### src/rtl/vga_pkg.sv
// Shared VGA timing package: default 640x480@60 constants and counter-width helper.
// The optional frame limit is enabled by defining VGA_SYNC_GEN_FRAME_LIMIT_EN.
package vga_pkg;

    localparam int unsigned DEF_H_ACTIVE = 640;
    localparam int unsigned DEF_H_FP     = 16;
    localparam int unsigned DEF_H_SYNC   = 96;
    localparam int unsigned DEF_H_BP     = 48;

    localparam int unsigned DEF_V_ACTIVE = 480;
    localparam int unsigned DEF_V_FP     = 10;
    localparam int unsigned DEF_V_SYNC   = 2;
    localparam int unsigned DEF_V_BP     = 33;

    localparam bit          DEF_SYNC_POL    = 1'b0;
    localparam int unsigned DEF_FRAME_LIMIT = 1000;
    localparam int unsigned DEF_FCW         = 16;

    // Position counter width for an axis of the given total length (never below 1 bit).
    function automatic int unsigned cnt_width(input int unsigned total);
        return (total < 2) ? 1 : $clog2(total);
    endfunction

    function automatic int unsigned axis_total(input int unsigned active, input int unsigned fp,
                                               input int unsigned sync, input int unsigned bp);
        return active + fp + sync + bp;
    endfunction

endpackage

### src/rtl/vga_sync_gen_if.sv
// Pixel-enable input and raster timing outputs of vga_sync_gen, grouped as one bus.
interface vga_sync_gen_if #(
    parameter int unsigned XW  = 10,
    parameter int unsigned YW  = 10,
    parameter int unsigned FCW = 16
);
    logic           CE;
    logic           HSYNC;
    logic           VSYNC;
    logic           ACTIVE;
    logic [XW-1:0]  X;
    logic [YW-1:0]  Y;
    logic           LINE_START;
    logic           FRAME_START;
    logic [FCW-1:0] FRAME_CNT;
    logic           DONE;

    modport master (
        output CE,
        input  HSYNC, VSYNC, ACTIVE, X, Y, LINE_START, FRAME_START, FRAME_CNT, DONE
    );

    modport slave (
        input  CE,
        output HSYNC, VSYNC, ACTIVE, X, Y, LINE_START, FRAME_START, FRAME_CNT, DONE
    );
endinterface

### src/rtl/vga_axis_counter.sv
// One raster axis: position counter with wrap, next-position decode and registered sync.
module vga_axis_counter
    import vga_pkg::*;
#(
    parameter int unsigned ACTIVE   = DEF_H_ACTIVE,
    parameter int unsigned FP       = DEF_H_FP,
    parameter int unsigned SYNC     = DEF_H_SYNC,
    parameter int unsigned BP       = DEF_H_BP,
    parameter bit          SYNC_POL = DEF_SYNC_POL,
    localparam int unsigned TOTAL   = axis_total(ACTIVE, FP, SYNC, BP),
    localparam int unsigned W       = cnt_width(TOTAL)
) (
    input  logic         clk_i,
    input  logic         rst_i,
    input  logic         en_i,
    output logic         last_o,
    output logic [W-1:0] nxt_pos_o,
    output logic         nxt_active_o,
    output logic         sync_o
);
    localparam logic [W-1:0] LAST_POS = W'(TOTAL - 1);
    localparam logic [W-1:0] ACT_END  = W'(ACTIVE);
    localparam logic [W-1:0] SYNC_LO  = W'(ACTIVE + FP);
    localparam logic [W-1:0] SYNC_HI  = W'(ACTIVE + FP + SYNC);

    logic [W-1:0] pos_q, pos_d;
    logic         sync_q, sync_d;

    always_comb begin
        pos_d = pos_q;
        if (en_i) begin
            pos_d = (pos_q == LAST_POS) ? '0 : pos_q + 1'b1;
        end
        // Sync is a decode of the position the counter is about to hold.
        sync_d = ((pos_d >= SYNC_LO) && (pos_d < SYNC_HI)) ? SYNC_POL : ~SYNC_POL;
    end

    always_ff @(posedge clk_i or posedge rst_i) begin
        if (rst_i) begin
            pos_q  <= LAST_POS;
            sync_q <= ~SYNC_POL;
        end else begin
            pos_q  <= pos_d;
            sync_q <= sync_d;
        end
    end

    assign last_o       = (pos_q == LAST_POS);
    assign nxt_pos_o    = pos_d;
    assign nxt_active_o = (pos_d < ACT_END);
    assign sync_o       = sync_q;

endmodule

### src/rtl/vga_sync_gen.sv
// VGA raster timing generator: h/v counters, syncs, active video, strobes and frame count.
// Optional stop-after-FRAME_LIMIT behaviour is enabled by VGA_SYNC_GEN_FRAME_LIMIT_EN.
module vga_sync_gen
    import vga_pkg::*;
#(
    parameter int unsigned H_ACTIVE    = DEF_H_ACTIVE,
    parameter int unsigned H_FP        = DEF_H_FP,
    parameter int unsigned H_SYNC      = DEF_H_SYNC,
    parameter int unsigned H_BP        = DEF_H_BP,
    parameter int unsigned V_ACTIVE    = DEF_V_ACTIVE,
    parameter int unsigned V_FP        = DEF_V_FP,
    parameter int unsigned V_SYNC      = DEF_V_SYNC,
    parameter int unsigned V_BP        = DEF_V_BP,
    parameter bit          SYNC_POL    = DEF_SYNC_POL,
    parameter int unsigned FRAME_LIMIT = DEF_FRAME_LIMIT,
    parameter int unsigned FCW         = DEF_FCW
) (
    input logic           CLK_IN,
    input logic           RST,
    vga_sync_gen_if.slave bus
);
    localparam int unsigned H_TOTAL = axis_total(H_ACTIVE, H_FP, H_SYNC, H_BP);
    localparam int unsigned V_TOTAL = axis_total(V_ACTIVE, V_FP, V_SYNC, V_BP);
    localparam int unsigned XW      = cnt_width(H_TOTAL);
    localparam int unsigned YW      = cnt_width(V_TOTAL);

    localparam logic [FCW-1:0] LIMIT_CNT = FCW'(FRAME_LIMIT);

    logic          h_last, v_last;
    logic [XW-1:0] h_nxt;
    logic [YW-1:0] v_nxt;
    logic          h_nxt_act, v_nxt_act;
    logic          h_sync, v_sync;
    logic          frame_wrap;
    logic          run, stop;

    logic           primed_q, primed_d;
    logic [FCW-1:0] cnt_q, cnt_d;
    logic [XW-1:0]  x_q, x_d;
    logic [YW-1:0]  y_q, y_d;
    logic           act_q, act_d;
    logic           ls_q, ls_d;
    logic           fs_q, fs_d;

    vga_axis_counter #(
        .ACTIVE   (H_ACTIVE),
        .FP       (H_FP),
        .SYNC     (H_SYNC),
        .BP       (H_BP),
        .SYNC_POL (SYNC_POL)
    ) u_h (
        .clk_i        (CLK_IN),
        .rst_i        (RST),
        .en_i         (run),
        .last_o       (h_last),
        .nxt_pos_o    (h_nxt),
        .nxt_active_o (h_nxt_act),
        .sync_o       (h_sync)
    );

    vga_axis_counter #(
        .ACTIVE   (V_ACTIVE),
        .FP       (V_FP),
        .SYNC     (V_SYNC),
        .BP       (V_BP),
        .SYNC_POL (SYNC_POL)
    ) u_v (
        .clk_i        (CLK_IN),
        .rst_i        (RST),
        .en_i         (run & h_last),
        .last_o       (v_last),
        .nxt_pos_o    (v_nxt),
        .nxt_active_o (v_nxt_act),
        .sync_o       (v_sync)
    );

    assign frame_wrap = h_last & v_last;

`ifdef VGA_SYNC_GEN_FRAME_LIMIT_EN
    localparam logic [FCW-1:0] LIMIT_PREV = FCW'(FRAME_LIMIT - 1);

    logic done_q;

    // The wrap that would complete frame FRAME_LIMIT is swallowed: counters hold at the
    // last blanking pixel, so every registered output stays blanked with syncs idle.
    always_comb begin
        stop = bus.CE & ~done_q & primed_q & frame_wrap & (cnt_q == LIMIT_PREV);
        run  = bus.CE & ~done_q & ~stop;
    end

    always_ff @(posedge CLK_IN or posedge RST) begin
        if (RST) begin
            done_q <= 1'b0;
        end else if (stop) begin
            done_q <= 1'b1;
        end
    end

    assign bus.DONE = done_q;
`else
    always_comb begin
        stop = 1'b0;
        run  = bus.CE;
    end

    assign bus.DONE = 1'b0;
`endif

    always_comb begin
        primed_d = primed_q | run;

        cnt_d = cnt_q;
        if (stop) begin
            cnt_d = LIMIT_CNT;
        end else if (run && frame_wrap && primed_q) begin
            cnt_d = cnt_q + 1'b1;
        end

        act_d = h_nxt_act & v_nxt_act;
        x_d   = act_d ? h_nxt : '0;
        y_d   = act_d ? v_nxt : '0;
        ls_d  = run & h_last;
        fs_d  = run & frame_wrap;
    end

    always_ff @(posedge CLK_IN or posedge RST) begin
        if (RST) begin
            primed_q <= 1'b0;
            cnt_q    <= '0;
            x_q      <= '0;
            y_q      <= '0;
            act_q    <= 1'b0;
            ls_q     <= 1'b0;
            fs_q     <= 1'b0;
        end else begin
            primed_q <= primed_d;
            cnt_q    <= cnt_d;
            x_q      <= x_d;
            y_q      <= y_d;
            act_q    <= act_d;
            ls_q     <= ls_d;
            fs_q     <= fs_d;
        end
    end

    assign bus.HSYNC       = h_sync;
    assign bus.VSYNC       = v_sync;
    assign bus.ACTIVE      = act_q;
    assign bus.X           = x_q;
    assign bus.Y           = y_q;
    assign bus.LINE_START  = ls_q;
    assign bus.FRAME_START = fs_q;
    assign bus.FRAME_CNT   = cnt_q;

endmodule

### src/flat_wrapper.sv
// flat-port wrapper written by rule: the top's interface ports become plain ports
module vga_sync_gen_flat import vga_pkg::*;
#(
    parameter int unsigned H_ACTIVE    = DEF_H_ACTIVE,
    parameter int unsigned H_FP        = DEF_H_FP,
    parameter int unsigned H_SYNC      = DEF_H_SYNC,
    parameter int unsigned H_BP        = DEF_H_BP,
    parameter int unsigned V_ACTIVE    = DEF_V_ACTIVE,
    parameter int unsigned V_FP        = DEF_V_FP,
    parameter int unsigned V_SYNC      = DEF_V_SYNC,
    parameter int unsigned V_BP        = DEF_V_BP,
    parameter bit          SYNC_POL    = DEF_SYNC_POL,
    parameter int unsigned FRAME_LIMIT = DEF_FRAME_LIMIT,
    parameter int unsigned FCW         = DEF_FCW
)
  (CLK_IN, RST, bus_CE, bus_HSYNC, bus_VSYNC, bus_ACTIVE, bus_X, bus_Y, bus_LINE_START, bus_FRAME_START, bus_FRAME_CNT, bus_DONE);
  vga_sync_gen_if #(.XW(10), .YW(10), .FCW(FCW)) bus_i ();
  input logic CLK_IN;
  input logic RST;
  input wire logic [$bits(bus_i.CE)-1:0] bus_CE;
  output wire logic [$bits(bus_i.HSYNC)-1:0] bus_HSYNC;
  output wire logic [$bits(bus_i.VSYNC)-1:0] bus_VSYNC;
  output wire logic [$bits(bus_i.ACTIVE)-1:0] bus_ACTIVE;
  output wire logic [$bits(bus_i.X)-1:0] bus_X;
  output wire logic [$bits(bus_i.Y)-1:0] bus_Y;
  output wire logic [$bits(bus_i.LINE_START)-1:0] bus_LINE_START;
  output wire logic [$bits(bus_i.FRAME_START)-1:0] bus_FRAME_START;
  output wire logic [$bits(bus_i.FRAME_CNT)-1:0] bus_FRAME_CNT;
  output wire logic [$bits(bus_i.DONE)-1:0] bus_DONE;
  assign bus_i.CE = bus_CE;
  assign bus_HSYNC = bus_i.HSYNC;
  assign bus_VSYNC = bus_i.VSYNC;
  assign bus_ACTIVE = bus_i.ACTIVE;
  assign bus_X = bus_i.X;
  assign bus_Y = bus_i.Y;
  assign bus_LINE_START = bus_i.LINE_START;
  assign bus_FRAME_START = bus_i.FRAME_START;
  assign bus_FRAME_CNT = bus_i.FRAME_CNT;
  assign bus_DONE = bus_i.DONE;
  vga_sync_gen #(.H_ACTIVE(H_ACTIVE), .H_FP(H_FP), .H_SYNC(H_SYNC), .H_BP(H_BP), .V_ACTIVE(V_ACTIVE), .V_FP(V_FP), .V_SYNC(V_SYNC), .V_BP(V_BP), .SYNC_POL(SYNC_POL), .FRAME_LIMIT(FRAME_LIMIT), .FCW(FCW)) u_core (.CLK_IN(CLK_IN), .RST(RST), .bus(bus_i));
endmodule
### config.mk
export PLATFORM = sky130hd
export DESIGN_NAME = vga_sync_gen_flat
export DESIGN_NICKNAME = d
export VERILOG_FILES = /design/src/rtl/vga_pkg.sv /design/src/rtl/vga_sync_gen_if.sv /design/src/rtl/vga_axis_counter.sv /design/src/rtl/vga_sync_gen.sv /design/src/flat_wrapper.sv
export SDC_FILE = /design/constraint.sdc
export NUM_CORES = 1
export LEC_CHECK = 0
export ABC_AREA = 1
export CORE_ASPECT_RATIO = 0.8
export CORE_MARGIN = 5
export CORE_UTILIZATION = 25
export CTS_CLUSTER_SIZE = 14
export DETAILED_ROUTE_END_ITERATION = 12
export MAX_ROUTING_LAYER = met4
export PLACE_DENSITY_LB_ADDON = 0.12
export SLEW_MARGIN = 15
export SYNTH_ARGS = -nofsm -noshare
export SYNTH_HDL_FRONTEND = slang
export SYNTH_SLANG_ARGS = --single-unit
### constraint.sdc
create_clock -name CLK_IN -period 2.5 [get_ports CLK_IN]
set_clock_uncertainty 0.1 [all_clocks]
set_input_delay 0.75 -clock CLK_IN [delete_from_list [all_inputs] [get_ports CLK_IN]]
set_output_delay 0.75 -clock CLK_IN [all_outputs]
set_load 0.02 [all_outputs]
==> reports/results.txt <==
critical-path maximum fanout: 6
outcome: completed
synth warn: 0
Final #Nets: 466
synthesized area: 3220 um^2
setup TNS: 0 ns
crit path cell chain: clkdlybuf4s50_1
Setup-failing EPs final: 0
First DRT Iteration DRCs: 155
Synth Instances: 372
worst hold start: u_core.primed_q
CTS buffer count: 9
Final Slew Violations: 0
DP Area: 4140 um^2
DRT Pass-1 Iters: 4
share of post-route cells with drive strength above 1: 29.1%
HPWL Detailed: 5960 um
Buf+Inv Stages, Crit Path: 1
vias in the first global route: 2594
Max IR drop VDD: 0.408 mV
endpoints failing hold: 0
Critical Path RT: 1.65 ns
fin worst setup slack: 0.189 ns
H-tree Lvls: 3
leak pwr: 2.15 nW
CTS tree: done
worst-margin pin slew: 0.529 ns
final wirelength: 8040 um
max frequency: 433 MHz
Clock Tree Buf Depth: 2
largest net degree at the start of global routing: 63
Pwr Total: 0.00390 W
Synth-to-Final Area Change: 39.2%
syn avg cell area: 8.65 um^2
RR Startpoint: u_core.u_h.pos_q[0]
CP max-delay cell: clkdlybuf4s50_1
Min-Delay Path Class: register to register
RSZ-0062 raised after global routing: no
post-route ant nets: 0
Initial Util: 25.3%
critical path type: register to output port
core area: 12700 um^2
total gr overflow: 0
std cell rows: 37
clk sink count: 62
# port buffers: 43
clock latency on the worst-skew pair: 0.34 ns
register area share after synthesis: 48.7%
post-route minimum period: 2.31 ns
Crit path max-delay family: buffers and inverters
hold_buf cts: 0
routed length per placed instance: 12.6 um
critical path's largest stage delay: 0.65 ns
Die Y: 111 um
first-pass GRT wire length: 13400 um
CTS Root Cell: clkbuf_16
period utilization: 92.5%
pre-CTS setup slack: -0.323 ns
diode count: 0
initial antenna violation count: 0
# IOs: 45
post-CTS setup buffer count: 0
Unique masters post-synth: 34
CP Capture Type: output port
crit path DAT: 1.46 ns
cts repair resizes: 0
GP Congestion: 0.824
vias per inst: 4.11
DRC violations left: 0
Die ar.: 15300 um^2
number of instances in the placed design: 623
GRT Overall Usage: 11.7%
Max-Cap Viols: 0
final non-filler cell total: 639
die width: 137 um
crit path from: u_core.bus.FRAME_CNT[5]
Vias: 2625
Layout Cell Area excl Fill: 4480 um^2
Clock Pin Slew Worst Setup and Hold Paths: 0.06 ns
CP startpoint kind: register
#FFs+latches synth: 62
PwrDens: 870 nW/um^2
relative slew slack: 64.4%
final cells by class:
cell class | instances | area, um^2
Multi-Input combinational cell | 240 | 1360
Tap cell | 175 | 219
Clock inverter | 5 | 81.3
Clock buffer | 11 | 253
Fill cell | 1310 | 8250
Inverter | 66 | 251
Sequential cell | 62 | 1570
Timing Repair Buffer | 80 | 748
report_power, final:
part           switching (W)  internal (W)
registers           0.000122       0.00121
logic               0.000675      0.000499
clock network       0.000467      0.000926
registers in the layout (all words and copies together) (netlist names), 10 cells and up:
| register | flops |
|---|---|
| u_core.u_h.pos_q | 10 |
| u_core.bus.Y | 10 |
| u_core.bus.FRAME_CNT | 16 |
| u_core.bus.X | 10 |
| u_core.u_v.pos_q | 10 |
worst paths after layout:
kind / end / slack, ns / cells past startpoint
max in group asynchronous: u_core.u_v.pos_q[3] / 1.28 / 3
min in group asynchronous: u_core.bus.FRAME_CNT[6] / 0.70 / 3
hold / removal: u_core.primed_q / 0.42 / 2
setup / recovery: bus_FRAME_CNT[5] / 0.19 / 1
setup reg to reg: u_core.bus.Y[3] / 0.28 / 11
hold reg to reg: u_core.primed_q / 0.42 / 2
tightest hold or removal path, cell delays in order (launching register included):
cell     delay, ns
dfrtp_1       0.34
inv_1         0.08
nand2_1       0.07
kinds of logic (layout without fill, tap and decap cells):
kind of cell / Yosys count / after routing / synth area share, %
AO/OA/AOI/OAI: 14 / 14 / 2.49
XOR/XNOR: 17 / 17 / 4.63
adder cells (fa/ha/maj): 4 / 4 / 1.56
buffers and inverters: 71 / 162 / 9.14
flip-flops: 62 / 62 / 48.7
other: 1 / 2 / 0.117
AND/OR/NAND/NOR: 203 / 203 / 33.4
metal layers:
| metal | part of all wire [%] | track usage (%) | vias to the layer above |
|---|---|---|---|
| met5 | 0 | - | - |
| met4 | 1.8 | 4.59 | 0 |
| met3 | 5.0 | 3.97 | 12 |
| met2 | 44 | 16.8 | 59 |
| met1 | 49 | 15.2 | 1227 |
| li1 | - | - | 1327 |
through the flow:
stage | util, % | hold WS (ns)
floorplan | - | 0.380
global placement | 32.5 | 0.412
detailed placement | 32.5 | 0.415
CTS | 35.2 | 0.428
global route | 35.2 | 0.458
finish | 35.2 | 0.419
synthesized netlist by cell type, drive strengths merged:
| cell | count | area (um^2) |
|---|---|---|
| a21o | 1 | 7.51 |
| a31oi | 1 | 6.26 |
| buf | 5 | 42.5 |
| clkinv | 2 | 8.75 |
| conb | 1 | 3.75 |
| dfrtp | 50 | 1250 |
| dfstp | 12 | 315 |
| ha | 4 | 50.1 |
| inv | 64 | 243 |
| nand2 | 91 | 394 |
| nand3 | 27 | 160 |
| nand4 | 14 | 109 |
| nor2 | 56 | 322 |
| nor3 | 12 | 70.1 |
| nor4 | 3 | 18.8 |
| o21ai | 11 | 58.8 |
| o21bai | 1 | 7.51 |
| xnor2 | 6 | 52.6 |
| xor2 | 11 | 96.3 |
placed cells by master (no fill, tap or decap), types with 2 or more instances in the layout:
master	synthesis	final
nand2_1	72	72
inv_1	56	55
dfrtp_1	50	50
clkdlybuf4s50_1	0	42
buf_4	2	34
nor2_2	26	26
nor2_1	25	25
nand3_1	22	22
nand2_2	18	18
nand4_1	12	12
dfstp_2	12	12
xor2_1	11	11
nor3_1	10	10
o21ai_0	10	10
clkbuf_16	0	9
inv_2	7	8
xnor2_1	6	6
nand3_2	5	5
nor2_4	4	4
ha_1	4	4
nor4_1	3	3
buf_12	0	3
nor3_2	2	2
clkinv_2	1	2
conb_1	1	2
clkbuf_8	0	2
bufinv_16	0	2
No activity file was read; power rests on OpenSTA's default activity.
==> edit (same flow settings) <==
The package constant `DEF_H_BP` goes from 48 to 96.
--- a/src/rtl/vga_pkg.sv
+++ b/src/rtl/vga_pkg.sv
@@ -5,7 +5,7 @@
     localparam int unsigned DEF_H_ACTIVE = 640;
     localparam int unsigned DEF_H_FP     = 16;
     localparam int unsigned DEF_H_SYNC   = 96;
-    localparam int unsigned DEF_H_BP     = 48;
+    localparam int unsigned DEF_H_BP     = 96;
 
     localparam int unsigned DEF_V_ACTIVE = 480;
     localparam int unsigned DEF_V_FP     = 10;
Behaviour: same outputs for any inputs over 10 cycles, from zero or initial values and one cycle with RST high; that may be too few to reach the edited logic, so the function may still have changed.
==> edit against the unedited design <==
  * Critical path type unchanged
  * Area after synthesis decreased by 2.8%
  * Synthesized cell count decreased by 3.8%
  * Worst setup slack worse by 15 ps
  * Non-clock buffer count is the same
  * Sequential cell count unchanged
  * Wire length fell by 5.2%
  * Design area down 2.3%
  * Critical path depth did not move
  * Die area down 2.6%
Power is not compared: it rests on default switching activity, and its combinational part moved more than twofold at a synthesized area within 25%.
==> edit: results (changes against the unedited design) <==
The flow ran to the end, and the final reports show no timing, DRC or antenna violations. The met2 track utilization from global routing is 15.1% (-1.7 points). The tightest hold margin is 422 ps (+3.05 ps). The average instance area after synthesis came out at 8.73 um2 (+1.0%).

The critical path arrival is 1480 ps (+20 ps). The xor/xnor cell area share of the yosys netlist is 4.76% (+0.13 points). The count of multi-input gates was 223 (-7.1%). The register-to-register setup slack is 300 ps (+20 ps). The share of post-route cells with drive strength above 1 is 22.8% (-6.3 points).

The post-synthesis compound-gate area fraction came out at 3.76% (+1.3 points). In this run the critical register-to-register path is launched from u_core.u_h.pos_q[1]$_DFF_PP1_. The multi-input combinational cell area came to 0.00127 mm2 (-6.8%). The post-route fraction of the period consumed by the critical path is 93.1% (+0.60 points). The final standard cell count with taps included and fillers excluded came out at 622 (-2.7%).

The met3 capacity usage during global routing is 3.63% (-0.34 points). The number of placed instances, taps included is 604 (-3.0%). The clock distribution area overhead in the final layout is 6.92% (-0.54 points).

The commonest cells after synthesis are sky130_fd_sc_hd__nand2_1, sky130_fd_sc_hd__inv_1, sky130_fd_sc_hd__dfrtp_1. The total length of routed met3 wires came to 386 um (-4.9%). The number of non-clock buffers came out at 80 (unchanged). The overall track demand over capacity in global routing is 11.5% (-0.24 points). The startpoint of the tightest hold check path is u_core.bus.FRAME_CNT[0]$_DFFE_PP0P_. The final-layout fill cell count came out at 1269 (-3.1%). The area share of fa/ha/maj cells after synthesis is 1.60% (+0.045 points).

The most critical setup path has its startpoint at u_core.bus.FRAME_CNT[4]$_DFFE_PP0P_. The portion of the post-synthesis area used by sequential elements is 50.1% (+1.4 points). The share of the core filled with cells in the final layout is 35.9% (+0.67 points). The DRC marker count from the first detailed-route iteration came out at 140 (-9.7%). The met1 wire length is 4.14 mm (+5.3%). The met2 layer wire length in the routed design was 2.98 mm (-16%). The post-placement cell area is 0.00404 mm2 (-2.4%). The non-clock buffer share of cell area is 17.4% (+0.68 points). The number of nets in the final layout came out at 453 (-2.8%).

The worst setup slack after placement came out at -296 ps (+27.3 ps). The placed wire-length estimate after detailed placement is 5.50 mm (-7.7%). The placer congestion estimate came out at 0.842 (+2.2%).

The per-cell routed wire length was 12.3 um (-2.6%). The number of design rule violations left after detail routing is 0 (unchanged). The total leakage power is 0.00205 uW.

The area enclosed by the die boundary came out at 0.0149 mm2 (-2.6%). The met1 global-route usage was 16.5% (+1.3 points). Ranked by total cell area, the synthesized netlist is headed by sky130_fd_sc_hd__dfrtp_1, sky130_fd_sc_hd__dfstp_2, sky130_fd_sc_hd__nand2_1, sky130_fd_sc_hd__inv_1, sky130_fd_sc_hd__nor2_1. The clock tree buffer count of the final layout came to 13 (+2). The combined flip-flop and latch cell area came out at 0.00157 mm2 (unchanged).
edit: cell count changes after synthesis, moves of 3 or more:
cell / change
sky130_fd_sc_hd__nand2_1: -6
sky130_fd_sc_hd__nand2_2: -15
sky130_fd_sc_hd__nor2_4: +9
sky130_fd_sc_hd__nor2_2: -21
sky130_fd_sc_hd__nor2_1: +16
sky130_fd_sc_hd__inv_1: +8
sky130_fd_sc_hd__nand3_2: -3
edit: worst paths after layout:
kind,to,cells past startpoint
worst min-delay path,u_core.bus.FRAME_CNT[0]$_DFFE_PP0P_,1
worst min register to register,u_core.bus.FRAME_CNT[0]$_DFFE_PP0P_,1
worst max register to register,u_core.bus.Y[4]$_DFF_PP0_,10
max in group asynchronous,u_core.u_v.pos_q[3]$_DFF_PP1_,3
worst max-delay path,bus_FRAME_CNT[4],1
min in group asynchronous,u_core.bus.FRAME_CNT[12]$_DFFE_PP0P_,3
